### config.mk
export PLATFORM = sky130hd
export DESIGN_NAME = uart_tx_arb
export DESIGN_NICKNAME = d
export VERILOG_FILES = /design/src/rtl/uart_tx_arb.sv
export SDC_FILE = /design/constraint.sdc
export NUM_CORES = 1
export LEC_CHECK = 0
export BUFFER_PORTS_ARGS = -buffer_cell sky130_fd_sc_hd__buf_2
export CAP_MARGIN = 20
export CORE_MARGIN = 2
export CORE_UTILIZATION = 50
export CTS_CLUSTER_DIAMETER = 30
export DETAILED_ROUTE_END_ITERATION = 16
export PLACE_DENSITY_LB_ADDON = 0.3
export SYNTH_ARGS = -nofsm -noshare
export SYNTH_HDL_FRONTEND = slang
export SYNTH_SLANG_ARGS = --single-unit
### constraint.sdc
create_clock -name clk -period 3.6 [get_ports clk]
set_input_delay 0.72 -clock clk [delete_from_list [all_inputs] [get_ports clk]]
set_output_delay 0.72 -clock clk [all_outputs]
set_load 0.05 [all_outputs]
### src/rtl/uart_tx_arb.sv
// Round-robin arbiter that feeds one uart_tx serializer from NUM_REQ byte producers,
// with start-timeout detection and an optional inter-byte gap.
//
// state      | meaning
// IDLE       | scanning req, grants the round-robin winner
// START      | tx_en held, waiting for tx_busy to rise or the start timeout
// WAIT_DONE  | frame in flight, waiting for tx_busy to fall
// GAP        | enforced idle cycles before the next grant
module uart_tx_arb #(
    parameter int NUM_REQ       = 4,
    parameter int START_TIMEOUT = 1024,
    parameter int GAP_CYCLES    = 0,
    parameter int CW            = 16
) (
    input  logic                 clk,
    input  logic                 rst,
    input  logic [NUM_REQ-1:0]   req,
    input  logic [8*NUM_REQ-1:0] req_data,
    output logic [NUM_REQ-1:0]   ack,
    output logic                 tx_en,
    output logic [7:0]           tx_data,
    input  logic                 tx_busy,
    output logic [2:0]           grant_id,
    output logic                 arb_busy,
    output logic                 err_timeout,
    input  logic                 clr_err
);

    localparam logic [1:0] ST_IDLE      = 2'd0;
    localparam logic [1:0] ST_START     = 2'd1;
    localparam logic [1:0] ST_WAIT_DONE = 2'd2;
    localparam logic [1:0] ST_GAP       = 2'd3;

    localparam bit            HAS_GAP  = (GAP_CYCLES != 0);
    localparam logic [CW-1:0] TO_LAST  = CW'(START_TIMEOUT - 1);
    localparam logic [CW-1:0] GAP_LAST = CW'((GAP_CYCLES > 0) ? GAP_CYCLES - 1 : 0);
    localparam logic [2:0]    LAST_RST = 3'(NUM_REQ - 1);
    localparam logic [1:0]    ST_AFTER = HAS_GAP ? ST_GAP : ST_IDLE;

    logic [1:0]         state_q, state_d;
    logic [CW-1:0]      cnt_q, cnt_d;
    logic               tx_en_q, tx_en_d;
    logic [7:0]         tx_data_q, tx_data_d;
    logic [NUM_REQ-1:0] ack_q, ack_d;
    logic [2:0]         grant_q, grant_d;
    logic [2:0]         last_q, last_d;
    logic               arb_busy_q, arb_busy_d;
    logic               err_q, err_d;

    logic [7:0] req_ext;
    logic [2:0] cand;
    logic       pick_valid;
    logic [2:0] pick_idx;
    logic [7:0] pick_byte;
    logic       err_set;

    assign req_ext = 8'(req);

    // Scan from farthest to nearest so the requester closest after last_q wins.
    always_comb begin
        pick_valid = 1'b0;
        pick_idx   = '0;
        cand       = '0;
        for (int k = NUM_REQ; k >= 1; k--) begin
            cand = 3'((int'(last_q) + k) % NUM_REQ);
            if (req_ext[cand]) begin
                pick_valid = 1'b1;
                pick_idx   = cand;
            end
        end
    end

    always_comb begin
        pick_byte = 8'h00;
        for (int j = 0; j < NUM_REQ; j++) begin
            if (3'(j) == pick_idx) begin
                pick_byte = req_data[8*j +: 8];
            end
        end
    end

    always_comb begin
        state_d   = state_q;
        cnt_d     = cnt_q;
        tx_en_d   = tx_en_q;
        tx_data_d = tx_data_q;
        ack_d     = '0;
        grant_d   = grant_q;
        last_d    = last_q;
        err_set   = 1'b0;

        case (state_q)
            ST_IDLE: begin
                tx_en_d = 1'b0;
                if (pick_valid) begin
                    ack_d     = NUM_REQ'(1) << pick_idx;
                    tx_data_d = pick_byte;
                    grant_d   = pick_idx;
                    last_d    = pick_idx;
                    tx_en_d   = 1'b1;
                    cnt_d     = '0;
                    state_d   = ST_START;
                end
            end
            ST_START: begin
                if (tx_busy) begin
                    tx_en_d = 1'b0;
                    state_d = ST_WAIT_DONE;
                end else if (cnt_q == TO_LAST) begin
                    // Byte is dropped: the requester was already acked.
                    tx_en_d = 1'b0;
                    err_set = 1'b1;
                    cnt_d   = '0;
                    state_d = ST_AFTER;
                end else begin
                    cnt_d = cnt_q + 1'b1;
                end
            end
            ST_WAIT_DONE: begin
                if (!tx_busy) begin
                    cnt_d   = '0;
                    state_d = ST_AFTER;
                end
            end
            default: begin
                if (cnt_q == GAP_LAST) begin
                    state_d = ST_IDLE;
                end else begin
                    cnt_d = cnt_q + 1'b1;
                end
            end
        endcase

        if (err_set) begin
            err_d = 1'b1;
        end else if (clr_err) begin
            err_d = 1'b0;
        end else begin
            err_d = err_q;
        end

        arb_busy_d = (state_d != ST_IDLE);
    end

    always_ff @(posedge clk) begin
        if (rst) begin
            state_q    <= ST_IDLE;
            cnt_q      <= '0;
            tx_en_q    <= 1'b0;
            tx_data_q  <= 8'h00;
            ack_q      <= '0;
            grant_q    <= 3'd0;
            last_q     <= LAST_RST;
            arb_busy_q <= 1'b0;
            err_q      <= 1'b0;
        end else begin
            state_q    <= state_d;
            cnt_q      <= cnt_d;
            tx_en_q    <= tx_en_d;
            tx_data_q  <= tx_data_d;
            ack_q      <= ack_d;
            grant_q    <= grant_d;
            last_q     <= last_d;
            arb_busy_q <= arb_busy_d;
            err_q      <= err_d;
        end
    end

    assign ack         = ack_q;
    assign tx_en       = tx_en_q;
    assign tx_data     = tx_data_q;
    assign grant_id    = grant_q;
    assign arb_busy    = arb_busy_q;
    assign err_timeout = err_q;

endmodule

==> flow_summary.ini, run 1 <==
[layout]
fill_cells = 320
area_delta_synth_final_pct = 20.4
antenna_cells = 0
fin_nets = 325
drive_above_1_share_pct = 27.5
final_area_mm2 = 0.00241

[routing]
drt-total-wl_mm = 4.05
vias = 1733
ant_nets = 0
drtIter0Drc = 98
post_drt_via_cell_ratio = 5.22
wl_per_cell_um = 12.2
drc_errors = 0
dr.pass1.iters = 4

[worst_setup_path]
critPathKind = primary input to flop
start_kind = primary input
cp_top_family = compound AO/OA/AOI/OAI gates
crit_chain = buf_2, o21ai_1, nand3_2, mux2i_1, o211ai_1
cp.required_ps = 3770
reg2reg_slack_ps = 1760
crit_path_end_kind = flop
critical_path_buf_inv_count = 1
slowest_stage = o21ai_1
reg2regPathDepth = 5
max_stage_delay_ps = 730
cp_data_arrival_time_ps = 2440
worstReg2RegStart = state_q[1]
rr_endpoint = cnt_q[2]
path_max_fanout = 17

[pwr]
p_leak_nw = 1.03
p_sw_mw = 0.371
pwr-share-clk_pct = 32.9
irDropWorstVdd_uv = 275
p_int_mw = 0.763
p_comb_share_pct = 26.2
seqPwrFrac_pct = 40.9
power.density_mw_per_mm2 = 471
p_sw_share_pct = 32.7

[job]
cap_violations = 0

[floorplanning]
die_x_um = 67.3
ios = 58
coreArea_mm2 = 0.00374
num_rows = 22
dieArea_mm2 = 0.00452
die_h_um = 67.3
initial_core_util_pct = 53.4

[synth]
synth_cell_types = 47
synth_most_common_cell = dfxtp_1
synth_enable_flop_cells = 0
synthTopCellsByArea = dfxtp_1 37%, xor2_1 6.1%, mux2i_1 5.0%
synth_top_area_share_pct = 37.0
seq_area_frac_synth_pct = 37.0
synthesis.nets = 272
yosysTopAreaCell = dfxtp_1
syn_area_per_cell_um2 = 8.70
synth-seq-cells = 37
synth_common_cells = 37 x dfxtp_1, 25 x nor2_1, 14 x xor2_1
synth_cells = 230
yosys_warnings = 0
synth_ff_type = dfxtp_1
ys_async_sr_fraction_pct = 0
syn_area_mm2 = 0.00200

[sta]
fin_hold_ws_ps = 456
rsz0062_at_grt = false
max_slew_margin_pct = 38.3
fmax_mhz = 439
fin_crit_sh_pct = 63.2
finalCriticalPeriod_ps = 2280
setup_violations = 0
tns_ps = 0
hold_violations = 0
clock_skew_ps = 6.33
worstMarginPinSlew_ps = 920
drv_slew = 0

[hold_path]
worstHoldEndpoint = grant_id[1]
hold_start = grant_id[1]
min_delay_path_depth = 2
hold_class = flop to flop

[clock_network]
cts_resized = 0
cts-buffers-inserted = 5
cts_max_path_buffers = 2
path_clk_slew_ps = 70
cts_setup_buffers = 0
clk_latency_ps = 290
cts_tree = yes
clock-sinks = 37
htreeDepth = 2
clockRootBuffer = clkbuf_8
hold_buffers = 0

[place]
dp_hpwl_mm = 3.02
gp_congestion = 0.854
numPortBuffers = 56
place_area_mm2 = 0.00229

[outcome]
status = complete, no violations

[global_routing]
track_usage_pct = 19.9
grt_pass1_vias = 1559
grt_pass1_wl_mm = 6.77
overflow = 0
grt_max_degree = 18
antenna_found_initial = 0
## final cells by class
| cell class | count | area [um^2] | share of cell area (%) |
|---|---|---|---|
| clock buffers | 6 | 82.6 | 3.43 |
| clock inverters | 2 | 37.5 | 1.56 |
| repair buffers | 56 | 280 | 11.6 |
| well taps | 48 | 60.1 | 2.49 |
| multi-input cells | 171 | 1160 | 48.3 |
| inverters | 12 | 45.0 | 1.87 |
| flip-flops and latches | 37 | 741 | 30.8 |
## registers in the layout (all words and copies together), names as in the netlist
name	flops
arb_busy	1
err_timeout	1
last_q	2
state_q	2
tx_data	8
cnt_q	16
tx_en	1
ack	4
grant_id	2
## metrics by stage
| stage | util [%] | cells | power [mW] | setup WS (ps) |
|---|---|---|---|---|
| floorplan | - | 230 | 0.701 | 1760 |
| global placement | 61.1 | 324 | 0.769 | 1110 |
| detailed placement | 61.1 | 324 | 0.771 | 1050 |
| CTS | 64.3 | 332 | 1.15 | 1340 |
| global route | 64.3 | 332 | 1.20 | 1130 |
| finish | 64.3 | 332 | 1.13 | 1320 |
## kinds of logic (layout without fill, tap and decap cells)
logic type / after synthesis / count (layout) / synth area share [%]
flip-flops: 37 / 37 / 37.0
adder cells (fa/ha/maj): 2 / 2 / 1.25
XOR/XNOR: 15 / 15 / 6.57
multiplexers: 10 / 10 / 5.00
AND/OR/NAND/NOR: 97 / 97 / 29.4
other: 1 / 1 / 0.187
AO/OA/AOI/OAI: 46 / 46 / 15.7
buffers and inverters: 22 / 76 / 4.88
## worst reg2reg max path, delay by kind of cell, from the launching register on
kind | cells | cell delay (ps)
compound gates | 3 | 670
flops | 1 | 510
simple gates | 1 | 420
xor+xnor | 1 | 180
## routing by layer
| metal | vias to the layer above | global-route usage (%) | part of all wire (%) | wire length (um) |
|---|---|---|---|---|
| li1 | 920 | - | - | - |
| met5 | - | 0 | 0 | 0 |
| met3 | 5 | 6.17 | 4.5 | 184 |
| met4 | 0 | 9.18 | 1.9 | 76 |
| met2 | 38 | 31.8 | 47 | 1920 |
| met1 | 770 | 24.5 | 46 | 1860 |
## worst max path at each step
stage,startpoint,endpoint,cells past startpoint
floorplan,req[0],tx_data[0],5
global placement,req[1],tx_data[4],5
detailed placement,req[1],tx_data[1],5
CTS,req[1],tx_data[2],5
global route,req[1],tx_data[2],5
finish,req[1],tx_data[2],5
## power by group through the flow
stage | clock network [mW] | logic (mW) | registers [mW]
after CTS | 0.385 | 0.299 | 0.464
after global routing | 0.402 | 0.326 | 0.468
final | 0.374 | 0.297 | 0.464
after detailed placement | 0 | 0.298 | 0.472
after floorplan | 0 | 0.143 | 0.558
after global placement | 0 | 0.296 | 0.473
## cells in the final DEF, fill, tap and decap left out, drive strengths merged
master / n
nor2: 26
a21o: 1
o21bai: 1
a31oi: 8
bufinv: 1
a21bo: 1
clkinvlp: 1
buf: 56
and3b: 1
nand4: 8
a21oi: 10
a22oi: 1
nand2b: 7
and4: 9
dfxtp: 37
nand2: 14
a211oi: 1
nand3: 11
o21ai: 12
or3: 1
or4: 1
and3: 3
nor3: 3
nand4b: 1
mux2i: 10
inv: 12
clkbuf: 6
o22a: 1
a21boi: 1
nand3b: 1
xnor2: 1
conb: 1
nor4b: 1
and2: 5
nor2b: 2
xor2: 14
o211ai: 9
ha: 2
nor4: 3
(Power assumes the default switching activity.)
==> run 2, diff against run 1 <==
--- a/config.mk
+++ b/config.mk
@@ -8,7 +8,7 @@
 export BUFFER_PORTS_ARGS = -buffer_cell sky130_fd_sc_hd__buf_2
 export CAP_MARGIN = 20
 export CORE_MARGIN = 2
-export CORE_UTILIZATION = 50
+export CORE_UTILIZATION = 46
 export CTS_CLUSTER_DIAMETER = 30
 export DETAILED_ROUTE_END_ITERATION = 16
 export PLACE_DENSITY_LB_ADDON = 0.3
==> constraint.sdc (replaced) <==
create_clock -name clk -period 2 [get_ports clk]
set_input_delay 0.4 -clock clk [delete_from_list [all_inputs] [get_ports clk]]
set_output_delay 0.4 -clock clk [all_outputs]
set_load 0.05 [all_outputs]
==> run 2 against run 1 <==
Compared with the run above: first-iteration DRC count decreased by 52%; clock skew is 0.69 ps higher; sequential power is 80% higher; design area rose by 0.93%; power increased by 68%; global-route usage fell by 2.5 points; register-to-register slack worse by 1500 ps; setup slack got worse by 1100 ps; critical path type is now flop to flop; cell count increased by 2.7%; sequential share of layout area decreased by 0.28 points; critical endpoint unchanged; combinational power grew 88%; count of clock-buffer cells in the layout unchanged.
==> flow_summary.ini, run 2 (synthesis gave the netlist of run 1 again) <==
[job]
cap_violations = 0

[clock_network]
clockRootBuffer = clkbuf_8
cts_tree = yes
clk_latency_ps = 290
path_clk_slew_ps = 80
cts_resized = 0
cts-buffers-inserted = 5
cts_max_path_buffers = 2
htreeDepth = 2
clock-sinks = 37
hold_buffers = 0
cts_setup_buffers = 0

[sta]
fmax_mhz = 574
fin_crit_sh_pct = 87.0
hold_violations = 0
finalCriticalPeriod_ps = 1740
worstMarginPinSlew_ps = 539
tns_ps = 0
drv_slew = 0
setup_violations = 0
clock_skew_ps = 7.02
max_slew_margin_pct = 63.8
rsz0062_at_grt = false

[worst_setup_path]
critPathKind = flop to flop
path_max_fanout = 10
crit_path_end_kind = flop
start_kind = flop
cp.required_ps = 2210
cp_data_arrival_time_ps = 1950

[routing]
ant_nets = 0
wl_per_cell_um = 12.0
drtIter0Drc = 47
post_drt_via_cell_ratio = 5.30
drc_errors = 0
drt-total-wl_mm = 4.10
dr.pass1.iters = 4
vias = 1806

[floorplanning]
die_h_um = 70.0
ios = 58
coreArea_mm2 = 0.00409
die_x_um = 70.0
num_rows = 23
initial_core_util_pct = 49.0
dieArea_mm2 = 0.00489

[layout]
drive_above_1_share_pct = 28.9
fin_util_pct = 59.5
largest_reg_flops = 16
fill_cells = 375
final_area_mm2 = 0.00243
area_delta_synth_final_pct = 21.5
mostFrequentLayoutCells = 56 x buf_2, 37 x dfxtp_1, 25 x nor2_1, 14 x xor2_1, 13 x nand2_1
fin_nets = 332
antenna_cells = 0
top_register = cnt_q
mostFrequentLayoutCell = buf_2

[global_routing]
overflow = 0
grt_pass1_wl_mm = 6.89
grt_max_degree = 18
antenna_found_initial = 0
track_usage_pct = 17.4
grt_pass1_vias = 1639

[pwr]
irDropWorstVdd_uv = 377
fin_total_pwr_mw = 1.91
p_leak_nw = 1.05
power.density_mw_per_mm2 = 785

[place]
numPortBuffers = 56
place_area_mm2 = 0.00234
dp_hpwl_mm = 3.13
gp_congestion = 0.901

[hold_path]
hold_class = primary input to flop

[outcome]
status = complete, no violations
[run 2: stage by stage]
| stage | std cells | setup slack [ps] | hold WS, ps |
|---|---|---|---|
| 6_report | 341 | 259 | 369 |
| 5_1_grt | 341 | 63.4 | 410 |
| 4_1_cts | 341 | 225 | 353 |
| 3_5_place_dp | 333 | 105 | 457 |
| 3_3_place_gp | 333 | 200 | 447 |
| 2_1_floorplan | 230 | 400 | 475 |
[run 2: path summary, 6_finish.rpt]
kind | startpoint | end | slack, ps | cells after the start
worst max-delay path | state_q[1] | tx_data[2] | 260 | 5
worst min-delay path | clr_err | err_timeout | 370 | 3
worst max register to register | state_q[1] | tx_data[2] | 260 | 5
worst min register to register | grant_id[1] | grant_id[1] | 470 | 2
[run 2: layout make-up]
type                    count  area (um^2)  area share [%]
flip-flops and latches     37          741            30.5
repair buffers             63          333            13.7
multi-input cells         171         1160            47.8
inverters                  12         45.0            1.85
clock inverters             2         15.0           0.618
clock buffers               6         72.6            2.99
well taps                  50         62.6            2.57
[run 2: per-layer routing]
metal / share of wire, % / GRT usage, % / wire length [um]
met5: 0 / 0 / 0
met4: 2.4 / 9.62 / 98
met3: 5.2 / 4.91 / 212
met2: 47 / 28.6 / 1920
met1: 46 / 20.4 / 1860
[run 2: worst max-delay path, cell delays in order, from the launching register on]
cell      delay (ps)
dfxtp_1          400
nor2_2           200
nand2b_1         190
a211oi_2         520
o21ai_0          210
o211ai_1         130
[run 2: where the power goes]
group,leakage [nW],switching [mW],internal (mW)
clock network,0.0374,0.270,0.245
logic,0.706,0.369,0.189
registers,0.302,0.0384,0.797
total,1.05,0.678,1.23
==> run 3, diff against run 2 <==
--- a/config.mk
+++ b/config.mk
@@ -12,6 +12,7 @@
 export CTS_CLUSTER_DIAMETER = 30
 export DETAILED_ROUTE_END_ITERATION = 16
 export PLACE_DENSITY_LB_ADDON = 0.3
+export RECOVER_POWER = 100
 export SYNTH_ARGS = -nofsm -noshare
 export SYNTH_HDL_FRONTEND = slang
 export SYNTH_SLANG_ARGS = --single-unit
==> run 3 against run 2 <==
Compared with the run above: non-clock buffer count unchanged; combinational power fell by 3.8%; cell count is the same; clock power is essentially flat; power decreased by 0.96%; die area unchanged; design area shrank 1.6%.
==> flow_summary.ini, run 3 (synthesis gave the netlist of run 1 again) <==
[outcome]
status = complete, no violations

[worst_setup_path]
cp_data_arrival_time_ps = 1990
reg2regPathDepth = 5
start_kind = flop
worstReg2RegStart = cnt_q[14]
path_max_fanout = 16
cp.required_ps = 2170
critical_path.startpoint = cnt_q[14]
critPathKind = flop to flop
rr_endpoint = cnt_q[10]
crit_path_end_kind = flop
reg2reg_slack_ps = 180

[layout]
multi_input_area_mm2 = 0.00115
largest_reg_flops = 16
mostFrequentLayoutCell = buf_2
drive_above_1_share_pct = 21.3
fin_util_pct = 58.5
top_register = cnt_q
fill_cells = 385
fin_nets = 332
mostFrequentLayoutCells = 38 x buf_2, 37 x dfxtp_1, 25 x nor2_1, 20 x clkbuf_1, 14 x xor2_1
area_delta_synth_final_pct = 19.5
register_area_um2 = 741
final_area_mm2 = 0.00239
antenna_cells = 0
stdcell_count = 341

[floorplanning]
dieArea_mm2 = 0.00489
ios = 58
num_rows = 23
initial_core_util_pct = 49.0
die_h_um = 70.0
die_x_um = 70.0
coreArea_mm2 = 0.00409

[sta]
rsz0062_at_grt = false
drv_slew = 0
setup_violations = 0
max_slew_margin_pct = 59.1
tns_ps = 0
worstMarginPinSlew_ps = 617
fin_crit_sh_pct = 90.9
finalCriticalPeriod_ps = 1820
hold_violations = 0
fmax_mhz = 550
clock_skew_ps = 6.95

[place]
dp.cells = 333
dp_hpwl_mm = 3.13
place_area_mm2 = 0.00234
gp_congestion = 0.901
numPortBuffers = 56

[clock_network]
cts_tree = yes
cts_max_path_buffers = 2
htreeDepth = 2
clockRootBuffer = clkbuf_8
clk_latency_ps = 290
cts_resized = 0
hold_buffers = 0
clock-sinks = 37
path_clk_slew_ps = 70
cts_setup_buffers = 0
cts-buffers-inserted = 5

[global_routing]
grt_pass1_wl_mm = 6.89
antenna_found_initial = 0
overflow = 0
track_usage_pct = 17.4
grt_max_degree = 18
grt_pass1_vias = 1639

[hold_path]
min_delay_path_depth = 3
hold_class = primary input to flop
worstHoldEndpoint = err_timeout
hold_start = clr_err

[pwr]
p_leak_nw = 0.970
fin_total_pwr_mw = 1.89
irDropWorstVdd_uv = 378
power.density_mw_per_mm2 = 791

[job]
cap_violations = 0

[routing]
drc_errors = 0
drtIter0Drc = 65
post_drt_via_cell_ratio = 5.25
wl_per_cell_um = 12.0
ant_nets = 0
vias = 1789
dr.pass1.iters = 4
drt-total-wl_mm = 4.10
==> run 3: cell types whose count changed in the layout (fill, tap and decap cells not counted), moves of 2 or more <==
cell / before / now
o21ai_1: 3 / 1
nand3_2: 2 / 0
clkbuf_1: 1 / 20
buf_2: 56 / 38
o21ai_0: 8 / 10
nand3_1: 9 / 11
==> run 3: cell type report <==
class	count	share of cell area (%)
multi-input cells	171	48.0
clock buffers	6	3.04
inverters	12	1.88
flip-flops and latches	37	31.0
repair buffers	63	12.8
well taps	50	2.62
clock inverters	2	0.628
==> run 3: where the power goes <==
part | switching (mW) | internal, mW | leakage [nW]
logic | 0.366 | 0.171 | 0.630
registers | 0.0402 | 0.797 | 0.302
clock network | 0.271 | 0.245 | 0.0374
==> run 3: per-stage QoR <==
stage	hold WS, ps	setup slack, ps
6_report	368	183
2_1_floorplan	475	400
3_5_place_dp	457	105
4_1_cts	353	225
5_1_grt	410	37.2
3_3_place_gp	447	200
==> run 3: per-layer routing <==
metal  GRT usage [%]  share of wire (%)  up-vias
met3            4.91                5.2        8
met5               0                  0        -
li1                -                  -      936
met2            28.6                 46       48
met4            9.62                2.4        0
met1            20.4                 46      797
==> run 3: worst max-delay path, stage by stage (launching register included) <==
cell	delay, ps
dfxtp_1	340
or4_1	610
nor4_4	220
nand3_1	160
nand2_2	280
nor2_1	90
==> run 3: how the worst max path moves through the flow <==
stage / cells after the start / slack [ps] / to
after floorplan: 7 / 400 / cnt_q[1]
after global placement: 6 / 200 / tx_data[3]
after detailed placement: 6 / 110 / tx_data[2]
after CTS: 5 / 220 / cnt_q[13]
after global routing: 5 / 40 / cnt_q[7]
final: 5 / 180 / cnt_q[10]
